==> src/rtl/hack_alu_seq.sv <==
// hack_alu_seq: multi-cycle Hack ALU (zx, nx, zy, ny, f, no) over WIDTH bits,
// evaluated SLICE bits per enabled cycle with the carry rippled across cycles.
//
// Ports:
//   clk, reset            clock, asynchronous active-high reset
//   ce                    clock enable, gates slice progression only
//   in_valid / in_ready   operand + control handshake
//   x, y                  operands
//   zx nx zy ny f no      Hack ALU control bits
//   out_valid / out_ready result handshake
//   out, zr, ng, cout     result, zero flag, negative flag, carry out (f=1 only)
//
// State | meaning
// ------+-----------------------------------------------------------
// IDLE  | ready for a new operation, operands latched on in_valid
// BUSY  | one slice per ce cycle, result built LSB slice first
// DONE  | result and flags held until out_ready
module hack_alu_seq #(
    parameter int WIDTH = 16,
    parameter int SLICE = 4
) (
    input  logic             clk,
    input  logic             reset,
    input  logic             ce,
    input  logic             in_valid,
    output logic             in_ready,
    input  logic [WIDTH-1:0] x,
    input  logic [WIDTH-1:0] y,
    input  logic             zx,
    input  logic             nx,
    input  logic             zy,
    input  logic             ny,
    input  logic             f,
    input  logic             no,
    output logic             out_valid,
    input  logic             out_ready,
    output logic [WIDTH-1:0] out,
    output logic             zr,
    output logic             ng,
    output logic             cout
);

    localparam int N  = WIDTH / SLICE;
    localparam int IW = (N > 1) ? $clog2(N) : 1;
    localparam logic [IW-1:0] LAST = IW'(N - 1);

    if (WIDTH % SLICE != 0) begin : g_bad_cfg
        $error("hack_alu_seq: WIDTH must be a multiple of SLICE");
    end

    typedef enum logic [1:0] {
        IDLE = 2'd0,
        BUSY = 2'd1,
        DONE = 2'd2
    } state_t;

    state_t state, state_nxt;

    logic [WIDTH-1:0] xp, yp;
    logic             f_r, no_r;
    logic [IW-1:0]    idx;
    logic             carry;

    logic             load, step;
    logic [WIDTH-1:0] x_z, x_pre, y_z, y_pre;
    logic [SLICE-1:0] x_k, y_k, slice_res;
    logic [SLICE:0]   slice_sum;
    logic             carry_nxt;
    logic [WIDTH-1:0] result_nxt;

    assign x_z   = zx ? '0 : x;
    assign x_pre = nx ? ~x_z : x_z;
    assign y_z   = zy ? '0 : y;
    assign y_pre = ny ? ~y_z : y_z;

    always_ff @(posedge clk or posedge reset) begin
        if (reset) state <= IDLE;
        else       state <= state_nxt;
    end

    always_comb begin
        state_nxt = state;
        in_ready  = 1'b0;
        out_valid = 1'b0;
        load      = 1'b0;
        step      = 1'b0;
        case (state)
            IDLE: begin
                in_ready = 1'b1;
                if (in_valid) begin
                    load      = 1'b1;
                    state_nxt = BUSY;
                end
            end
            BUSY: begin
                if (ce) begin
                    step = 1'b1;
                    if (idx == LAST) state_nxt = DONE;
                end
            end
            DONE: begin
                out_valid = 1'b1;
                if (out_ready) state_nxt = IDLE;
            end
            default: state_nxt = IDLE;
        endcase
    end

    // Slice datapath. The result register is rebuilt in place, so the
    // full-word view (for zr/ng on the last slice) is out with one slice replaced.
    always_comb begin
        x_k        = xp[idx*SLICE +: SLICE];
        y_k        = yp[idx*SLICE +: SLICE];
        slice_sum  = {1'b0, x_k} + {1'b0, y_k} + {{SLICE{1'b0}}, carry};
        slice_res  = f_r ? slice_sum[SLICE-1:0] : (x_k & y_k);
        if (no_r) slice_res = ~slice_res;
        carry_nxt  = f_r ? slice_sum[SLICE] : carry;
        result_nxt = out;
        result_nxt[idx*SLICE +: SLICE] = slice_res;
    end

    always_ff @(posedge clk or posedge reset) begin
        if (reset) begin
            xp    <= '0;
            yp    <= '0;
            f_r   <= 1'b0;
            no_r  <= 1'b0;
            idx   <= '0;
            carry <= 1'b0;
            out   <= '0;
            zr    <= 1'b0;
            ng    <= 1'b0;
            cout  <= 1'b0;
        end else if (load) begin
            xp    <= x_pre;
            yp    <= y_pre;
            f_r   <= f;
            no_r  <= no;
            idx   <= '0;
            carry <= 1'b0;
        end else if (step) begin
            out   <= result_nxt;
            carry <= carry_nxt;
            if (idx == LAST) begin
                idx  <= '0;
                zr   <= (result_nxt == '0);
                ng   <= result_nxt[WIDTH-1];
                // carry is reported before the no inversion, and only for adds
                cout <= f_r & carry_nxt;
            end else begin
                idx <= idx + IW'(1);
            end
        end
    end

endmodule
==> config.mk <==
export PLATFORM = sky130hd
export DESIGN_NAME = hack_alu_seq
export DESIGN_NICKNAME = d
export VERILOG_FILES = /design/src/rtl/hack_alu_seq.sv
export SDC_FILE = /design/constraint.sdc
export NUM_CORES = 1
export LEC_CHECK = 0
export CAP_MARGIN = 20
export CORE_MARGIN = 4
export CORE_UTILIZATION = 35
export CTS_BUF_LIST = sky130_fd_sc_hd__clkbuf_4 sky130_fd_sc_hd__clkbuf_8
export DETAILED_ROUTE_END_ITERATION = 8
export SLEW_MARGIN = 20
export SYNTH_ARGS = -nofsm -noshare
export SYNTH_HDL_FRONTEND = slang
export SYNTH_SLANG_ARGS = --single-unit
==> constraint.sdc <==
create_clock -name clk -period 8.4 [get_ports clk]
set_clock_uncertainty 0.2 [all_clocks]
set_input_delay 1.68 -clock clk [delete_from_list [all_inputs] [get_ports clk]]
set_output_delay 1.68 -clock clk [all_outputs]
set_load 0.01 [all_outputs]
==> impl_metrics.py, run 1 <==
metrics = {
    "final_layout": {
        "diodes": 0,
        "area_growth_pct": 27.63,
        "drive_gt1_share_pct": 11.37,
        "regArea_sq_um": 1451,
        "fillers": 903,
        "final_cells": 516,
        "multi_input_area_sq_um": 1775,
        "fin_nets": 437,
    },
    "global_route": {
        "antenna_found_initial": 0,
        "grt-ovfl-total": 0,
        "grt_pass1_vias": 2402,
        "grt_pass1_wl_um": 11660,
        "grt_max_degree": 70,
        "gr-usage-all-layers_pct": 13.02,
    },
    "timing": {
        "worst_pin_slew_ns": 0.8595,
        "setup_ws_ns": 5.029,
        "max_freq_mhz": 296.6,
        "hold_viol": 0,
        "finalSetupTns_ns": 0,
        "finalCritPeriodShare_pct": 40.13,
        "grt_setup_unrepaired": "false",
        "period_minus_slack_ns": 3.371,
        "slew_viol_final": 0,
        "finalSetupViolCount": 0,
        "relSlewSlack_pct": 42.52,
    },
    "min_path": {
        "holdCritPathClass": "reg -> reg",
        "hold_end": "cout",
        "whs_path_depth": 2,
        "min-delay-start": "cout",
    },
    "route": {
        "drt_first_iter_violations": 83,
        "routed_wl_um": 6919,
        "drt_pass1_iterations": 6,
        "ant_nets": 0,
        "drc": 0,
        "wl_per_cell_um": 13.41,
        "vias_per_cell": 4.746,
        "vias": 2449,
    },
    "critical_path": {
        "crit_chain": "nand2b_1, inv_1, clkdlybuf4s50_1",
        "reg2reg_depth": 9,
        "cp.required_ns": 6.52,
        "rr_startpoint": "idx[0]",
        "worstPathMaxFanout": 5,
        "r2r_end": "out[9]",
        "slowest_delay_ns": 0.52,
        "worstSetupStartpointType": "flip-flop",
        "critPathKind": "reg -> out",
        "crit_path_top_delay_cell": "clkdlybuf4s50_1",
        "worstPathArrival_ns": 1.49,
        "r2r_slack_ns": 5.09,
        "cp-end-kind": "output pin",
    },
    "pwr": {
        "power_frac_seq_pct": 29.4,
        "power.share.switching_pct": 40.14,
        "p_int_mw": 1.005,
        "clkPwrFrac_pct": 17.3,
        "power.switching_mw": 0.6740,
        "power_density_nw_per_um2": 391.0,
        "p_leak_nw": 1.701,
        "ir_worst_vdd_mv": 0.1482,
        "p_comb_share_pct": 53.3,
    },
    "logic_synthesis": {
        "synth_compound_area_share_pct": 13.20,
        "synth_most_common_cell": "dfrtp_1",
        "synth_seq_cells": 58,
        "yosys_most_used_dff": "dfrtp_1",
        "synth_nets": 380,
        "yosysWarnings": 0,
        "synth-edff-count": 0,
        "synth_common_cells": "58 x dfrtp_1, 38 x xnor2_1, 37 x nor2_1",
        "synth_top_cell_area_share_pct": 43.14,
        "avgSynthCellArea_sq_um": 10.35,
        "syn-instance-count": 325,
        "ys_types": 42,
        "netlist.top_cell.by_area": "dfrtp_1",
        "synth-xor-area-share_pct": 9.892,
        "yosys-top-cells-area": "dfrtp_1 43%, xnor2_1 9.9%, nor2b_1 6.3%, a21oi_1 5.4%, mux4_2 5.4%",
        "synthMuxAreaShare_pct": 6.620,
        "syn_area_sq_um": 3364,
        "ys_async_sr_fraction_pct": 100.0,
        "synthSimpleGateAreaFrac_pct": 18.07,
        "synth_top_family_by_area": "simple AND/OR/NAND/NOR gates",
        "yosysSeqAreaShare_pct": 43.14,
        "synth-adder-area-share_pct": 4.909,
    },
    "clocking": {
        "clock-root-buffer": "clkbuf_8",
        "cts_resized": 0,
        "cts_buffer_depth": 2,
        "htreeDepth": 3,
        "clkSinkCount": 58,
        "cts_tree": "built",
        "cts_setup_buffers": 0,
        "cts_made_buffers": 9,
        "worstSkewPairLatency_ns": 0.34,
        "hold_buffers": 0,
        "path_clk_slew_ns": 0.06,
    },
    "floorplan": {
        "die_width_um": 106.0,
        "coreArea_sq_um": 9284,
        "dieHeight_um": 106.0,
        "ios": 64,
        "start_util_pct": 36.24,
        "die_area_sq_um": 11250,
        "rows": 35,
    },
    "placement": {
        "preCtsSetupSlack_ns": 4.563,
        "dp.cells": 500,
        "hpwl_um": 5085,
        "portBuffers": 63,
        "gp_congestion": 0.8375,
    },
    "run": {
        "cap_violations": 0,
    },
    "outcome": {
        "outcome": "finished clean",
    },
}
## routing by layer
| metal | up-vias | global-route usage, % | part of all wire [%] |
|---|---|---|---|
| met2 | 64 | 20.31 | 46 |
| met1 | 1138 | 17.23 | 47 |
| met4 | 0 | 4.440 | 1.6 |
| met5 | - | 0 | 0 |
| met3 | 14 | 3.947 | 5.5 |
| li1 | 1233 | - | - |
## power by group through the flow
stage / Clock, mW / Sequential [mW] / Combinational (mW)
after floorplan: 0 / 0.479 / 0.665
after global placement: 0 / 0.496 / 0.886
after detailed placement: 0 / 0.501 / 0.903
after CTS: 0.299 / 0.496 / 0.905
after global routing: 0.309 / 0.514 / 1.00
final: 0.290 / 0.494 / 0.895
## cell usage in the layout (no fill, tap or decap), types with 3 or more instances in the layout
cell type	Yosys	final
clkdlybuf4s50_1	0	63
dfrtp_1	58	58
xnor2_1	38	38
nor2_1	37	37
a21oi_1	36	36
nor2b_1	34	34
a22o_1	12	12
ha_1	10	10
clkbuf_8	0	10
nand2_1	9	9
inv_1	10	9
o21ai_0	8	8
mux4_2	8	8
nor4_1	4	4
a22o_2	4	4
o22ai_1	3	3
nor3b_1	3	3
## per-stage QoR
stage	instance area [sq um]	hold slack, ns	total power [mW]	utilization, %
after detailed placement	4070	0.2802	1.404	43.84
after global placement	4070	0.2704	1.383	43.84
final	4294	0.2893	1.679	46.25
after global routing	4294	0.3183	1.824	46.25
after CTS	4293	0.2950	1.700	46.24
after floorplan	3364	0.2632	1.144	-
## area by class of cell
type                    count  area share [%]
well taps                 129           3.759
multi-input cells         238           41.35
repair buffers             65           15.03
clock inverters             5           1.807
clock buffers              11           3.380
flip-flops and latches     58           33.80
inverters                  10          0.8741
## state kept, by name, summed over array words and instances, names as in the netlist
register and cells:
state 2, out 16, f_r 1, cout 1, ng 1, xp 16
carry 1, no_r 1, zr 1, idx 2, yp 16
## kinds of logic (layout without fill, tap and decap cells)
family                     count (synthesis)  count (layout)
and+or+nand+nor                          106             106
AOI/OAI and AO/OA                         70              70
DFF                                       58              58
xor gates and xnor gates                  38              38
buffers and inverters                     29              91
adders and majority gates                 12              12
muxes                                     12              12
## worst max-delay path by stage
stage,slack [ns],to,startpoint
finish,5.03,out_valid,state[0]
floorplan,5.09,carry,reset
global route,4.95,out[9],idx[0]
CTS,4.94,f_r,in_valid
global placement,4.59,no_r,in_valid
detailed placement,4.56,no_r,in_valid
## worst max-delay path: cells and delay by family (launching register included)
kind	cells	cell delay, ns
buffers and inverters	2	0.58
DFF	1	0.41
and+or+nand+nor	1	0.17
Power figures use the tool's default switching activity.
==> run 2: changes to the inputs <==
clock period = 3.4 ns   (was 8.4 ns; I/O delays follow)
==> impl_metrics.py, run 2 (synthesis results as in run 1) <==
metrics = {
    "clocking": {
        "cts_buffer_depth": 2,
        "path_clk_slew_ns": 0.06,
        "cts_setup_buffers": 0,
        "clkSinkCount": 58,
        "cts_made_buffers": 9,
        "clock-root-buffer": "clkbuf_8",
        "worstSkewPairLatency_ns": 0.34,
        "htreeDepth": 3,
        "cts_tree": "built",
        "hold_buffers": 0,
        "cts_resized": 0,
    },
    "route": {
        "drt_first_iter_violations": 69,
        "vias": 2434,
        "wl_per_cell_um": 13.82,
        "vias_per_cell": 4.690,
        "drt_pass1_iterations": 4,
        "routed_wl_um": 7172,
        "drc": 0,
        "ant_nets": 0,
    },
    "pwr": {
        "power_frac_seq_pct": 29.4,
        "power.switching_mw": 1.655,
        "p_comb_share_pct": 54.6,
        "ir_worst_vdd_mv": 0.3288,
        "p_int_mw": 2.499,
        "power_density_nw_per_um2": 961.5,
        "clkPwrFrac_pct": 16.0,
        "p_leak_nw": 1.721,
        "power.share.switching_pct": 39.84,
    },
    "critical_path": {
        "cp-end-kind": "flip-flop",
        "worstPathArrival_ns": 3.07,
        "critical_path_buf_inv_count": 1,
        "crit_top_cell": "fa_1",
        "critPathKind": "reg -> reg",
        "cp.required_ns": 3.47,
        "slowest_delay_ns": 0.56,
        "cpLargestDelayFamily": "adder cells",
        "worstPathMaxFanout": 4,
        "crit_path_top_delay_cell": "mux4_2",
        "crit_chain": "mux4_2, fa_1, inv_1, fa_1, nand2_1, o21ai_0, xnor2_1, a22o_1",
        "worstSetupStartpointType": "flip-flop",
    },
    "outcome": {
        "outcome": "finished clean",
    },
    "final_layout": {
        "top_regs": "out: 16 flops, xp: 16 flops, yp: 16 flops",
        "drive_gt1_share_pct": 12.05,
        "final_cell_mix": "63 x clkdlybuf4s50_1, 58 x dfrtp_1, 38 x xnor2_1, 37 x nor2_1, 36 x a21oi_1",
        "area_growth_pct": 28.41,
        "fin_nets": 441,
        "diodes": 0,
        "layout_commonest_cell": "clkdlybuf4s50_1",
    },
    "placement": {
        "portBuffers": 63,
        "hpwl_um": 5386,
        "gp_congestion": 0.7469,
    },
    "timing": {
        "relSlewSlack_pct": 42.58,
        "worst_pin_slew_ns": 0.8586,
        "finalSetupTns_ns": 0,
        "max_freq_mhz": 333.2,
        "finalCritPeriodShare_pct": 88.28,
        "period_minus_slack_ns": 3.001,
        "grt_setup_unrepaired": "false",
        "slew_viol_final": 0,
        "hold_viol": 0,
        "finalSetupViolCount": 0,
        "whs_ns": 0.2863,
    },
    "global_route": {
        "gr-usage-all-layers_pct": 13.52,
        "grt_pass1_wl_um": 12040,
        "grt_max_degree": 57,
        "grt-ovfl-total": 0,
        "antenna_found_initial": 0,
        "grt_pass1_vias": 2536,
    },
    "floorplan": {
        "start_util_pct": 36.24,
        "die_area_sq_um": 11250,
        "rows": 35,
        "die_width_um": 106.0,
        "coreArea_sq_um": 9284,
        "ios": 64,
        "dieHeight_um": 106.0,
    },
    "min_path": {
        "holdCritPathClass": "reg -> reg",
    },
    "run": {
        "cap_violations": 0,
    },
}
## run 2: cell count changes in the layout (fill, tap and decap cells not counted), sizes merged
cell      before  now
buf            2    6
clkbuf        11   13
bufinv         2    1
clkinv         2    1
clkinvlp       1    0
## run 2: layer usage
metal	vias up	global-route usage, %	wire length (um)
li1	1238	-	-
met1	1128	16.38	3361
met2	58	22.91	3366
met3	10	4.007	325
met4	0	4.718	120
met5	-	0	0
## run 2: through the flow
stage          cell area, sq um  cells  util (%)  setup WS (ns)  power (mW)
3_5_place_dp               4113    504     44.30         0.4482       3.518
2_1_floorplan              3364    325         -         0.4376       2.826
4_1_cts                    4320    519     46.54         0.3921       4.204
5_1_grt                    4320    519     46.54         0.2178       4.520
6_report                   4320    519     46.54         0.3986       4.154
3_3_place_gp               4113    504     44.30         0.5329       3.468
## run 2: path summary, 6_finish.rpt
kind,start,to,slack [ns],cells past startpoint
max,idx[0],out[5],0.40,8
min,cout,cout,0.29,2
max reg2reg,idx[0],out[5],0.40,8
min reg2reg,cout,cout,0.29,2
max in group asynchronous,reset,yp[11],1.91,3
min in group asynchronous,reset,idx[1],0.51,2
## run 2: worst min-delay path, cell delays in order (launching register included)
cell and delay [ns]:
dfrtp_1 0.35, nand2_1 0.05, o21ai_0 0.06
## run 2: cell type report
| cell class | count | area [sq um] |
|---|---|---|
| Clock inverter | 2 | 35.03 |
| Timing Repair Buffer | 69 | 688.2 |
| Tap cell | 129 | 161.4 |
| Inverter | 10 | 37.54 |
| Clock buffer | 13 | 172.7 |
| Sequential cell | 58 | 1451 |
| Multi-Input combinational cell | 238 | 1774 |
| Fill cell | 899 | 4964 |
## run 2: power by group through the flow
| stage | clock network [mW] | registers (mW) | logic (mW) |
|---|---|---|---|
| after global routing | 0.715 | 1.27 | 2.54 |
| after global placement | 0 | 1.22 | 2.24 |
| after CTS | 0.683 | 1.22 | 2.30 |
| final | 0.664 | 1.22 | 2.27 |
| after detailed placement | 0 | 1.23 | 2.28 |
| after floorplan | 0 | 1.18 | 1.64 |
==> run 3: changes to the inputs <==
MAX_ROUTING_LAYER = met4   (was unset)
==> impl_metrics.py, run 3 (synthesis results as in run 1) <==
metrics = {
    "timing": {
        "max_freq_mhz": 334.0,
        "relSlewSlack_pct": 42.59,
        "slew_viol_final": 0,
        "finalSetupTns_ns": 0,
        "finalCritPeriodShare_pct": 88.07,
        "finalSetupViolCount": 0,
        "hold_viol": 0,
        "period_minus_slack_ns": 2.994,
        "grt_setup_unrepaired": "false",
        "worst_pin_slew_ns": 0.8585,
    },
    "global_route": {
        "gr-usage-all-layers_pct": 13.84,
        "antenna_found_initial": 0,
        "grt-ovfl-total": 0,
        "grt_pass1_vias": 2529,
        "grt_max_degree": 57,
        "grt_pass1_wl_um": 12050,
    },
    "floorplan": {
        "dieHeight_um": 106.0,
        "ios": 64,
        "rows": 35,
        "die_width_um": 106.0,
        "coreArea_sq_um": 9284,
        "start_util_pct": 36.24,
        "die_area_sq_um": 11250,
    },
    "pwr": {
        "ir_worst_vdd_mv": 0.3289,
        "power.share.switching_pct": 39.83,
        "p_comb_share_pct": 54.6,
        "power_frac_seq_pct": 29.4,
        "power.switching_mw": 1.655,
        "p_int_mw": 2.499,
        "power_density_nw_per_um2": 961.4,
        "p_leak_nw": 1.721,
        "clkPwrFrac_pct": 16.0,
    },
    "critical_path": {
        "worstPathArrival_ns": 3.06,
        "worstPathMaxFanout": 4,
        "cp-end-kind": "flip-flop",
        "cp.required_ns": 3.47,
        "worstSetupStartpointType": "flip-flop",
        "critPathKind": "reg -> reg",
    },
    "clocking": {
        "cts_tree": "built",
        "htreeDepth": 3,
        "worstSkewPairLatency_ns": 0.34,
        "cts_setup_buffers": 0,
        "cts_buffer_depth": 2,
        "clock-root-buffer": "clkbuf_8",
        "clkSinkCount": 58,
        "cts_resized": 0,
        "path_clk_slew_ns": 0.06,
        "cts_made_buffers": 9,
        "hold_buffers": 0,
    },
    "final_layout": {
        "top_regs": "out: 16 flops, xp: 16 flops, yp: 16 flops",
        "final_cell_mix": "63 x clkdlybuf4s50_1, 58 x dfrtp_1, 38 x xnor2_1, 37 x nor2_1, 36 x a21oi_1",
        "diodes": 0,
        "area_growth_pct": 28.41,
        "layout_commonest_cell": "clkdlybuf4s50_1",
        "fin_nets": 441,
        "fillers": 899,
        "drive_gt1_share_pct": 12.05,
        "design_area_sq_um": 4320,
    },
    "outcome": {
        "outcome": "finished clean",
    },
    "route": {
        "vias_per_cell": 4.701,
        "drt_pass1_iterations": 4,
        "ant_nets": 0,
        "drc": 0,
        "wl_per_cell_um": 13.78,
        "drt_first_iter_violations": 68,
        "vias": 2440,
        "routed_wl_um": 7150,
    },
    "placement": {
        "gp_congestion": 0.7564,
        "portBuffers": 63,
        "placed_cell_area_sq_um": 4113,
        "hpwl_um": 5386,
    },
    "run": {
        "cap_violations": 0,
    },
    "min_path": {
        "holdCritPathClass": "reg -> reg",
    },
}
run 3: cell counts in the layout (fill, tap and decap cells not counted):
No cell type changed its count.
run 3: metal layers:
metal	track usage [%]	share of wire (%)	vias to the layer above
met5	-	0	-
met4	4.718	1.6	0
met3	3.704	4.3	15
met2	22.95	47	56
met1	16.38	47	1130
li1	-	-	1239
run 3: metrics by stage:
step           cells  util, %  power, mW  setup slack, ns  hold slack, ns
2_1_floorplan    325        -      2.826           0.4376          0.2632
3_3_place_gp     504    44.30      3.468           0.5329          0.2720
3_5_place_dp     504    44.30      3.518           0.4482          0.2783
4_1_cts          519    46.54      4.204           0.3921          0.2928
5_1_grt          519    46.54      4.519           0.2178          0.3137
6_report         519    46.54      4.154           0.4056          0.2856
run 3: cell type report:
cell class	count	area, sq um	share of cell area (%)
Multi-Input combinational cell	238	1774	41.07
Sequential cell	58	1451	33.59
Timing Repair Buffer	69	688.2	15.93
Clock buffer	13	172.7	3.997
Tap cell	129	161.4	3.736
Inverter	10	37.54	0.8688
Clock inverter	2	35.03	0.8109
run 3: path summary, 6_finish.rpt:
kind,cells past startpoint,slack [ns],endpoint,startpoint
setup / recovery,8,0.41,out[1],idx[0]
hold reg to reg,2,0.29,cout,cout
max in group asynchronous,3,1.92,yp[11],reset
setup reg to reg,8,0.41,out[1],idx[0]
hold / removal,2,0.29,cout,cout
min in group asynchronous,2,0.51,state[0],reset
run 3: critical path: stages, from the launching register on:
cell and delay (ns):
dfrtp_1 0.44, mux4_2 0.56, fa_1 0.43, inv_1 0.08, fa_1 0.42, nand2_1 0.10, o21ai_0 0.11, xnor2_1 0.39
a22o_1 0.20
run 3: power by group through the flow:
stage	registers (mW)	clock network, mW	logic (mW)
6_report	1.22	0.664	2.27
4_1_cts	1.22	0.683	2.30
2_1_floorplan	1.18	0	1.64
3_5_place_dp	1.23	0	2.28
5_1_grt	1.27	0.714	2.54
3_3_place_gp	1.22	0	2.24
